**src/rtl/seq_minmax_pkg.sv**
```systemverilog
// -----------------------------------------------------------------------------
// seq_minmax_pkg
// Shared types for the sequential min/max tracker.
//   state_e : frame FSM state. COLLECT accepts samples; DONE presents the
//             frame result until it is taken or the frame is aborted.
// -----------------------------------------------------------------------------
package seq_minmax_pkg;

  typedef enum logic [0:0] {
    ST_COLLECT = 1'b0,
    ST_DONE    = 1'b1
  } state_e;

endpackage : seq_minmax_pkg

```
**src/rtl/seq_minmax_tracker_minmax_cmp.sv**
```systemverilog
// -----------------------------------------------------------------------------
// minmax_cmp
// Combinational update cell for the running min/max of a frame.
// Ports:
//   first        in   sample is the first of its frame (seed both trackers)
//   cur_min      in   WIDTH  running minimum so far
//   cur_max      in   WIDTH  running maximum so far
//   cur_min_idx  in   IDXW   position of the running minimum
//   cur_max_idx  in   IDXW   position of the running maximum
//   sample       in   WIDTH  new sample value (unsigned)
//   sample_idx   in   IDXW   position of the new sample in the frame
//   nxt_min      out  WIDTH  updated minimum
//   nxt_max      out  WIDTH  updated maximum
//   nxt_min_idx  out  IDXW   updated minimum position
//   nxt_max_idx  out  IDXW   updated maximum position
// Compares are strict, so on a tie the earlier position is kept.
// -----------------------------------------------------------------------------
module minmax_cmp
  import seq_minmax_pkg::*;
#(
  parameter int unsigned WIDTH = 8,
  parameter int unsigned IDXW  = 2
) (
  input  logic             first,
  input  logic [WIDTH-1:0] cur_min,
  input  logic [WIDTH-1:0] cur_max,
  input  logic [IDXW-1:0]  cur_min_idx,
  input  logic [IDXW-1:0]  cur_max_idx,
  input  logic [WIDTH-1:0] sample,
  input  logic [IDXW-1:0]  sample_idx,
  output logic [WIDTH-1:0] nxt_min,
  output logic [WIDTH-1:0] nxt_max,
  output logic [IDXW-1:0]  nxt_min_idx,
  output logic [IDXW-1:0]  nxt_max_idx
);

  // Minimum side: seed on the first sample, otherwise replace only on a
  // strictly smaller value.
  always_comb begin
    nxt_min     = cur_min;
    nxt_min_idx = cur_min_idx;
    if (first) begin
      nxt_min     = sample;
      nxt_min_idx = '0;
    end else if (sample < cur_min) begin
      nxt_min     = sample;
      nxt_min_idx = sample_idx;
    end else begin
      nxt_min     = cur_min;
      nxt_min_idx = cur_min_idx;
    end
  end

  // Maximum side: seed on the first sample, otherwise replace only on a
  // strictly larger value.
  always_comb begin
    nxt_max     = cur_max;
    nxt_max_idx = cur_max_idx;
    if (first) begin
      nxt_max     = sample;
      nxt_max_idx = '0;
    end else if (sample > cur_max) begin
      nxt_max     = sample;
      nxt_max_idx = sample_idx;
    end else begin
      nxt_max     = cur_max;
      nxt_max_idx = cur_max_idx;
    end
  end

endmodule : minmax_cmp

```
**src/rtl/seq_minmax_tracker.sv**
```systemverilog
// -----------------------------------------------------------------------------
// seq_minmax_tracker
// Collects a frame of N unsigned samples over a valid/ready input stream,
// tracks the minimum and maximum (with first-occurrence positions) and
// presents the frame result over a valid/ready output port.
// Ports:
//   clk        in   rising-edge clock
//   rst_n      in   synchronous active-low reset (priority over clr)
//   clr        in   synchronous frame abort, active-high
//   in_valid   in   sample valid
//   in_ready   out  block can accept a sample (COLLECT state)
//   in_data    in   WIDTH sample value
//   out_valid  out  frame result valid (DONE state)
//   out_ready  in   consumer accepts result
//   min        out  WIDTH smallest sample of the frame
//   max        out  WIDTH largest sample of the frame
//   min_idx    out  IDXW  first position of min
//   max_idx    out  IDXW  first position of max
// All outputs come straight from flops or a decode of the state flop; there
// is no combinational path from in_data to any output.
// -----------------------------------------------------------------------------
module seq_minmax_tracker
  import seq_minmax_pkg::*;
#(
  parameter  int unsigned WIDTH = 8,
  parameter  int unsigned N     = 4,
  localparam int unsigned IDXW  = $clog2(N)
) (
  input  logic             clk,
  input  logic             rst_n,
  input  logic             clr,
  input  logic             in_valid,
  output logic             in_ready,
  input  logic [WIDTH-1:0] in_data,
  output logic             out_valid,
  input  logic             out_ready,
  output logic [WIDTH-1:0] min,
  output logic [WIDTH-1:0] max,
  output logic [IDXW-1:0]  min_idx,
  output logic [IDXW-1:0]  max_idx
);

  localparam logic [IDXW-1:0] LAST_IDX = IDXW'(N - 1);

  state_e           state_q,   state_d;
  logic [IDXW-1:0]  count_q,   count_d;
  logic [WIDTH-1:0] min_q,     min_d;
  logic [WIDTH-1:0] max_q,     max_d;
  logic [IDXW-1:0]  min_idx_q, min_idx_d;
  logic [IDXW-1:0]  max_idx_q, max_idx_d;

  logic             accept_s;
  logic             in_ready_s;
  logic             out_valid_s;
  logic [WIDTH-1:0] cmp_min_s;
  logic [WIDTH-1:0] cmp_max_s;
  logic [IDXW-1:0]  cmp_min_idx_s;
  logic [IDXW-1:0]  cmp_max_idx_s;

  assign accept_s = in_valid & in_ready_s;

  minmax_cmp #(
    .WIDTH (WIDTH),
    .IDXW  (IDXW)
  ) u_cmp (
    .first       (count_q == '0),
    .cur_min     (min_q),
    .cur_max     (max_q),
    .cur_min_idx (min_idx_q),
    .cur_max_idx (max_idx_q),
    .sample      (in_data),
    .sample_idx  (count_q),
    .nxt_min     (cmp_min_s),
    .nxt_max     (cmp_max_s),
    .nxt_min_idx (cmp_min_idx_s),
    .nxt_max_idx (cmp_max_idx_s)
  );

  // State, count and result registers with synchronous active-low reset.
  always_ff @(posedge clk) begin
    if (!rst_n) begin
      state_q   <= ST_COLLECT;
      count_q   <= '0;
      min_q     <= '0;
      max_q     <= '0;
      min_idx_q <= '0;
      max_idx_q <= '0;
    end else begin
      state_q   <= state_d;
      count_q   <= count_d;
      min_q     <= min_d;
      max_q     <= max_d;
      min_idx_q <= min_idx_d;
      max_idx_q <= max_idx_d;
    end
  end

  // Next-state logic: clr aborts from any state and beats a simultaneous
  // accept or output handshake. Result registers keep their last value on
  // abort; they are simply not valid.
  always_comb begin
    state_d   = state_q;
    count_d   = count_q;
    min_d     = min_q;
    max_d     = max_q;
    min_idx_d = min_idx_q;
    max_idx_d = max_idx_q;
    if (clr) begin
      state_d = ST_COLLECT;
      count_d = '0;
    end else begin
      case (state_q)
        ST_COLLECT: begin
          if (accept_s) begin
            min_d     = cmp_min_s;
            max_d     = cmp_max_s;
            min_idx_d = cmp_min_idx_s;
            max_idx_d = cmp_max_idx_s;
            if (count_q == LAST_IDX) begin
              state_d = ST_DONE;
              count_d = '0;
            end else begin
              state_d = ST_COLLECT;
              count_d = count_q + IDXW'(1);
            end
          end else begin
            state_d = ST_COLLECT;
          end
        end
        ST_DONE: begin
          if (out_ready) begin
            state_d = ST_COLLECT;
          end else begin
            state_d = ST_DONE;
          end
        end
        default: begin
          state_d = ST_COLLECT;
          count_d = '0;
        end
      endcase
    end
  end

  // Handshake outputs are a pure decode of the state register.
  always_comb begin
    in_ready_s  = 1'b0;
    out_valid_s = 1'b0;
    case (state_q)
      ST_COLLECT: begin
        in_ready_s  = 1'b1;
        out_valid_s = 1'b0;
      end
      ST_DONE: begin
        in_ready_s  = 1'b0;
        out_valid_s = 1'b1;
      end
      default: begin
        in_ready_s  = 1'b0;
        out_valid_s = 1'b0;
      end
    endcase
  end

  assign in_ready  = in_ready_s;
  assign out_valid = out_valid_s;
  assign min       = min_q;
  assign max       = max_q;
  assign min_idx   = min_idx_q;
  assign max_idx   = max_idx_q;

endmodule : seq_minmax_tracker
```
**config.mk**
```make
export PLATFORM = sky130hd
export DESIGN_NAME = seq_minmax_tracker
export DESIGN_NICKNAME = d
export VERILOG_FILES = /design/src/rtl/seq_minmax_pkg.sv /design/src/rtl/seq_minmax_tracker_minmax_cmp.sv /design/src/rtl/seq_minmax_tracker.sv
export SDC_FILE = /design/constraint.sdc
export NUM_CORES = 1
export LEC_CHECK = 0
export ABC_AREA = 1
export BUFFER_PORTS_ARGS = -buffer_cell sky130_fd_sc_hd__buf_4
export CORE_ASPECT_RATIO = 1.5
export CORE_MARGIN = 3
export CORE_UTILIZATION = 30
export DETAILED_ROUTE_END_ITERATION = 12
export GPL_ROUTABILITY_DRIVEN = 0
export PLACE_DENSITY_LB_ADDON = 0.1
export RECOVER_POWER = 25
export SKIP_LAST_GASP = 1
export SYNTH_ARGS = -nofsm -noshare
export SYNTH_HDL_FRONTEND = slang
export SYNTH_SLANG_ARGS = --single-unit
```
**constraint.sdc**
```tcl
create_clock -name clk -period 4.5 [get_ports clk]
set_input_delay 0.675 -clock clk [delete_from_list [all_inputs] [get_ports clk]]
set_output_delay 0.675 -clock clk [all_outputs]
set_load 0.02 [all_outputs]
```
# Yosys cells after proc, flatten, opt, wreduce, memory -nomap -nowiden
# Index checks and enable logic that the tools add are counted.
# word_totals
romBits	0
ff_bits	23
ramBits	0
latch_bits	0
n_memories	0
wordCells	36
# classes
magnitude_cmp	2
n_div	0
mux	15
eq_ne	1
n_addsub	1
shifts	0
n_bitwise	4
mul	0
n_reduce_logical	7
# op_table
cell	n
$mux W8	4
$mux W2	5
$gt A8 B8 Y1	1
$lt A8 B8 Y1	1
$reduce_and A4 Y1	2
$pmux W1 S2	3
$reduce_bool A2 Y1	2
$mux W1	3
$not A1 Y1	3
$add A2 B1 Y2 const B	1
$eq A2 B2 Y1 const B	1
$logic_not A2 Y1	1
$reduce_and A2 Y1	1
$reduce_or A2 Y1	1
$and A1 B1 Y1	1

# Depth between registers and ports, before layout
# Gate-level depths: netlist (run 1).
# depth
ltp_word	5
mapped_depth	15

# By module
# A second synthesis (run 1) with hierarchy kept.
# unflattened
hier_cells	290
area_unflattened_um2	1791.7
# modules_own_cells
module	cells_per_inst	n_inst	seq_area_each_um2	area_per_inst_um2
seq_minmax_tracker	150	1	460.4	1002.2
minmax_cmp	140	1	0.0	789.5

# Worst setup path before layout (run 1)
# OpenSTA, ideal clock, no wires.
# synth_path
path_kind	input to register
startpoint	input port in_data[5]
endpoint	register min_q[0] (netlist: min[0])
path_buffers	1
slack_ns	2.701
path_stages	10
t_required_ns	4.384
arrival_ns	1.683
path_cell_list	ha_1 > a21oi_1 > nor2_1 > nor3_4 > nand2_1 > nand2_2 > buf_6 > nand3_2 > nand2_1 > nor2_2
# synth_via
elab_chain_cells	3
# synth_lines
element	line_no	rtl
from (decl)	seq_minmax_tracker.sv:34	input logic [WIDTH-1:0] in_data,
$lt A8 B8 Y1	seq_minmax_tracker_minmax_cmp.sv:45	end else if (sample < cur_min) begin
$reduce_bool A2 Y1 (no source line)	-	
$reduce_and A4 Y1 (no source line)	-	
to (signal assigned)	seq_minmax_tracker.sv:91	min_q <= min_d;
to (decl)	seq_minmax_tracker.sv:47	logic [WIDTH-1:0] min_q, min_d;
# Every way passes these cells.
# A chain may end at the register's enable or synchronous reset.

# Worst setup path in the final report (run 1)
# layout_path
startpoint	input port in_data[5]
endpoint	register min_idx_q[0] (netlist: min_idx[0])
# layout_via
elab_chain_cells	3
# layout_lines
element	line_no	rtl
$lt A8 B8 Y1	seq_minmax_tracker_minmax_cmp.sv:45	
$reduce_bool A2 Y1 (no source line)	-	
$reduce_and A4 Y1 (no source line)	-	
to (signal assigned)	seq_minmax_tracker.sv:93	min_idx_q <= min_idx_d;
to (decl)	seq_minmax_tracker.sv:49	logic [IDXW-1:0] min_idx_q, min_idx_d;
# Every way passes these cells.

==> run summary, run 1 <==
Routed Wire Length = 3.26 mm
Clk buf depth = 2
Worst Tran Pin Value = 978 ps
RSZ-0062 raised after global routing = no
Routed vias/inst = 4.36
Reg2reg start = min[5]
WL/cell = 10.6 um
Commonest cells in the netlist = nand2_1 (42), inv_1 (33), a21oi_1 (25), dfxtp_1 (23), nor2_1 (18)
Hold Slack = 493 ps
Leading area contributor after synthesis = dfxtp_1
Nets = 272
Yosys warnings = 0
GR Overflow Total = 0
DP HPWL = 2.42 mm
Drt pass-1 iters = 4
Rel. slew slack = 34.8%
Sink Count = 23
Min Tclk post-route = 1960 ps
Critical Path RT = 4670 ps
CP Buf/Inv Count = 1
Starting Density = 31.6%
DRC viols = 0
Top cells by area, synth = dfxtp_1 (30%), ha_1 (14%), nand2_1 (10%)
Post-CTS setup buffer count = 0
Startpoint types = input pin
Vias in the first global route = 1308
DR iter-0 viols = 29
Design Power = 0.508 mW
Synthesized net count = 242
Filler instances = 560
Arrival @ worst endpoint = 2120 ps
Die height = 94.2 um
Cts hold-fix bufs = 0
Asr flop ratio synth = 0%
Cell family with most CP delay = simple AND/OR/NAND/NOR gates
Slew Viols, Final = 0
HP Start = max_idx[0]
Register area share after synthesis = 29.6%
Reg clk slew, reported paths = 90 ps
Vias post-DR = 1340
Ports = 35
EDFF count, synth = 0
Crit end category = flop
Most frequent cell after synthesis = nand2_1
Largest net degree at the start of global routing = 41
ANT nets after route = 0
Share of layout cells above drive strength 1 = 24.1%
Post-route cell area = 0.00181 sq mm
Worst clock skew = 4.49 ps
CP Cell Sequence = buf_4 > ha_1 > a21oi_1 > nor2_1 > nor3_4 > nand2_1 > nand2_2 > nand3_2 > nand2_1 > nor2_2
Max_cap viols = 0
Pwr Density = 280 mW/mm^2
Die X = 64.8 um
CTS H-tree depth = 1
Area grow syn2layout = 16.4%
FF-to-FF setup slack = 2680 ps
CP peak stage delay = 370 ps
Clock Latency Late Sink = 270 ps
Hold Violations, Final = 0
CTS tree = yes
Die Area = 0.00610 sq mm
Outcome = finished clean
First-pass GRT wire length = 5.75 mm
Peak VDD IR = 0.0974 mV
All-Layer GR Usage = 11.8%
Post-CTS sizing = 0
Placed cell area = 0.00180 sq mm
Sum Neg Setup Slack = 0 ps
Core area = 0.00493 sq mm
CP Max Fanout = 20
Final setup fails = 0
CP startpoint = in_data[5]
Gate Count Post-Synth = 212
Antenna violations before repair = 0
Main synth FF type = dfxtp_1
Top-area cell type share of the netlist area = 29.6%
Port buffer count = 34
Slowest CP cell = nand2_2
Synth Register Bits = 23
Worst hold path class = reg -> reg
F_max = 510 MHz
Rows = 31
Avg Cell Area, Syn = 7.34 sq um
Period utilisation layout = 43.5%
Cell Area, Synth = 0.00156 sq mm
Leak pwr = 0.853 nW
Diodes inserted = 0
Unique masters post-synth = 20
Cts bufs inserted = 3
CTS Root Cell = clkbuf_8
Crit path kind = in -> reg
Most frequent cell on the critical path = nand2_1
[stage by stage]
stage / worst slack (ps) / utilization [%] / cells
after floorplan: 2700 / - / 212
after global placement: 2240 / 36.5 / 303
after detailed placement: 2240 / 36.5 / 303
after CTS: 2520 / 37.4 / 307
after global routing: 2390 / 36.8 / 307
final: 2540 / 36.8 / 307
[cells by family after synthesis]
kind of cell	synth area share (%)
simple gates	31.6
flops	29.6
compound gates	9.90
buf+inv	15.2
fa+ha+maj	13.7
[tightest hold or removal path, cell delays in order (launching register included)]
cell	delay [ps]
dfxtp_1	330
a21oi_1	40
nor2_1	90
[registers in the layout, summed over array words and instances (netlist names)]
signal   cells
state_q      1
max          8
min_idx      2
min          8
max_idx      2
count_q      2
[power breakdown]
part	internal, mW	switching (mW)
combinational	0.0576	0.0869
sequential	0.218	0.0105
clock	0.0633	0.0719
[routing by layer]
| layer | global-route usage [%] | vias up | routed length (um) |
|---|---|---|---|
| li1 | - | 722 | - |
| met1 | 14.6 | 594 | 1480 |
| met2 | 20.8 | 22 | 1620 |
| met3 | 1.80 | 2 | 123 |
| met4 | 3.70 | 0 | 29 |
| met5 | 0 | - | 0 |
[layout by cell type (no fill, tap or decap), types with 11 or more instances in the layout]
cell and n:
a21oi_1 25, buf_4 26, dfxtp_1 23, ha_1 17
inv_1 33, nand2_1 42, nor2_1 18, nor2_2 11
[path summary, 6_finish.rpt]
check                                  end  cells past startpoint
worst max-delay path            min_idx[0]                     10
worst min-delay path            max_idx[0]                      2
worst max register to register  min_idx[0]                     10
worst min register to register  max_idx[0]                      2
[cell type report]
class / count / area, sq um / area share (%)
clock buffers: 4 / 45.0 / 2.49
flip-flops and latches: 23 / 460 / 25.4
well taps: 66 / 82.6 / 4.56
repair buffers: 35 / 229 / 12.6
inverters: 36 / 135 / 7.46
multi-input cells: 143 / 858 / 47.4
No activity file was read; power rests on OpenSTA's default activity.
==> run 2, diff against run 1 <==
Clock period 4.5 ns to 1.8 ns, I/O delays scaled along.
==> run 2 against run 1 <==
Combinational power rose to 2.9 times the previous value; largest power group unchanged; critical endpoint is now min[0]; clock power increased by 150%; largest cell class unchanged; non-clock buffer count up 3; design area increased by 6.8%; sequential cell count unchanged; sequential share of layout area fell by 1.4 points; core utilization rose by 2.5 points.
==> run summary, run 2 (synthesis gave the netlist of run 1 again) <==
Outcome = finished clean
Worst Tran Pin Value = 274 ps (-703 ps)
Period utilisation layout = 89.7%
Rows = 31 (unchanged)
CTS tree = yes
CTS Root Cell = clkbuf_8
Worst clock skew = 1.56 ps (-2.94 ps)
All-Layer GR Usage = 11.9% (+0.11 points)
Filler instances = 549 (-2.0%)
RSZ-0062 raised after global routing = no
Sum Neg Setup Slack = 0 ps (unchanged)
Drt pass-1 iters = 4 (unchanged)
Largest net degree at the start of global routing = 41 (unchanged)
Min Tclk post-route = 1620 ps
Sw frac = 33.2% (-0.11 points)
Share of layout cells above drive strength 1 = 31.8% (+7.8 points)
Final setup fails = 0 (unchanged)
DP HPWL = 2.43 mm (+0.15%)
Slowest CP cell = dfxtp_2
Dpl cells = 306 (+0.99%)
Register share of total power = 43.5% (-1.4 points)
CP Max Fanout = 10 (-50%)
First-pass GRT wire length = 5.68 mm (-1.2%)
FF+latch area = 465 sq um (+1.1%)
Hold Violations, Final = 0 (unchanged)
Crit end category = flop
Switching Power = 0.437 mW (+160%)
CTS H-tree depth = 1 (unchanged)
Worst hold path class = in -> reg
Core area = 0.00493 sq mm (unchanged)
Max_cap viols = 0 (unchanged)
Ports = 35 (unchanged)
Diodes inserted = 0 (unchanged)
WL/cell = 11.0 um (+3.4%)
Hold depth = 4 (+2)
GR Overflow Total = 0 (unchanged)
Sink Count = 23 (unchanged)
Routed Wire Length = 3.41 mm (+4.7%)
Area grow syn2layout = 24.4%
Nets = 276 (+1.5%)
Int Power = 0.879 mW (+160%)
Cts bufs inserted = 3 (unchanged)
Peak VDD IR = 0.254 mV (+160%)
Port buffer count = 34 (unchanged)
Die height = 94.2 um (unchanged)
Post-CTS setup buffer count = 0 (unchanged)
DRC viols = 0 (unchanged)
Die Area = 0.00610 sq mm (unchanged)
CP Depth = 10 (unchanged)
Routed vias/inst = 4.39 (+0.56%)
Clock Latency Late Sink = 260 ps (about the same)
Clk buf depth = 2 (unchanged)
DR iter-0 viols = 34 (+17%)
Vias post-DR = 1365 (+1.9%)
CP Buf/Inv Count = 2 (+1)
Crit path kind = reg -> reg
ANT nets after route = 0 (unchanged)
Cell family with most CP delay = simple AND/OR/NAND/NOR gates
Die X = 64.8 um (unchanged)
CP peak stage delay = 340 ps (-30 ps)
Pwr Density = 681 mW/mm^2 (+140%)
CP Cell Sequence = inv_1 > ha_1 > nand2_1 > nor2_2 > nor3_4 > nand2_1 > nand2_2 > buf_12 > a21oi_1 > nor2_2
Rel. slew slack = 81.7% (+47 points)
R2r worst-path depth = 10 (unchanged)
Commonest non-fill, non-tap cell in the layout = nand2_1
Most frequent cells in the layout = nand2_1 (41), inv_1 (33), buf_4 (31), a21oi_1 (20), dfxtp_1 (19)
Logic pwr share = 31.2% (+2.8 points)
Leak pwr = 0.923 nW (+8.3%)
Critical Path RT = 1970 ps (-2700 ps)
F_max = 619 MHz
Clk network pwr share = 25.3% (-1.3 points)
Finished Layout Cells = 311 (+1.3%)
Vias in the first global route = 1328 (+1.5%)
Startpoint types = flop
Reg clk slew, reported paths = 90 ps (about the same)
Antenna violations before repair = 0 (unchanged)
Slew Viols, Final = 0 (unchanged)
Starting Density = 31.6% (unchanged)
Area of the multi-input gates = 898 sq um (+4.7%)
Arrival @ worst endpoint = 1780 ps (-340 ps)
## run 2: power by group through the flow
stage | combinational [mW] | clock (mW) | sequential, mW
finish | 0.411 | 0.333 | 0.572
global route | 0.469 | 0.374 | 0.578
CTS | 0.404 | 0.352 | 0.571
detailed placement | 0.402 | 0 | 0.582
global placement | 0.403 | 0 | 0.583
floorplan | 0.240 | 0 | 0.618
## run 2: path summary, 6_finish.rpt
check                  from  endpoint  slack, ps
hold / removal    out_ready   state_q        270
setup / recovery     min[7]    min[0]        180
hold reg to reg      min[7]    min[7]        500
setup reg to reg     min[7]    min[0]        180
## run 2: timing repair
action | in CTS | in global routing
hold buffers | 0 | 0
setup endpoints to repair | 0 | 20
resized for setup | 0 | 13
## run 2: cell type report
type,instances,area share (%)
clock buffer,4,2.33
inverter,36,6.99
multi-input combinational,144,46.4
sequential,23,24.1
tap,66,4.27
timing repair buffer,38,15.9
## run 2: tightest hold or removal path: stages
cell,delay [ps]
buf_4,80
o22ai_1,70
inv_1,50
nor2_1,30
## run 2: metrics by stage
stage	util [%]	setup WS (ps)	instance area [sq um]	hold slack [ps]	total power, mW
after detailed placement	37.7	73.6	1860	482	0.984
after global routing	39.3	9.79	1930	290	1.42
after CTS	38.7	68.3	1900	261	1.33
after floorplan	-	180	1560	452	0.858
after global placement	37.7	90.2	1860	480	0.986
final	39.3	185	1930	267	1.32
## run 2: per-layer routing
layer  global-route usage [%]  vias up  wire [um]
li1                         -      731          -
met4                     4.76        0         29
met2                     21.9       24       1750
met1                     12.9      608       1460
met5                        0        -          0
met3                     2.63        2        167
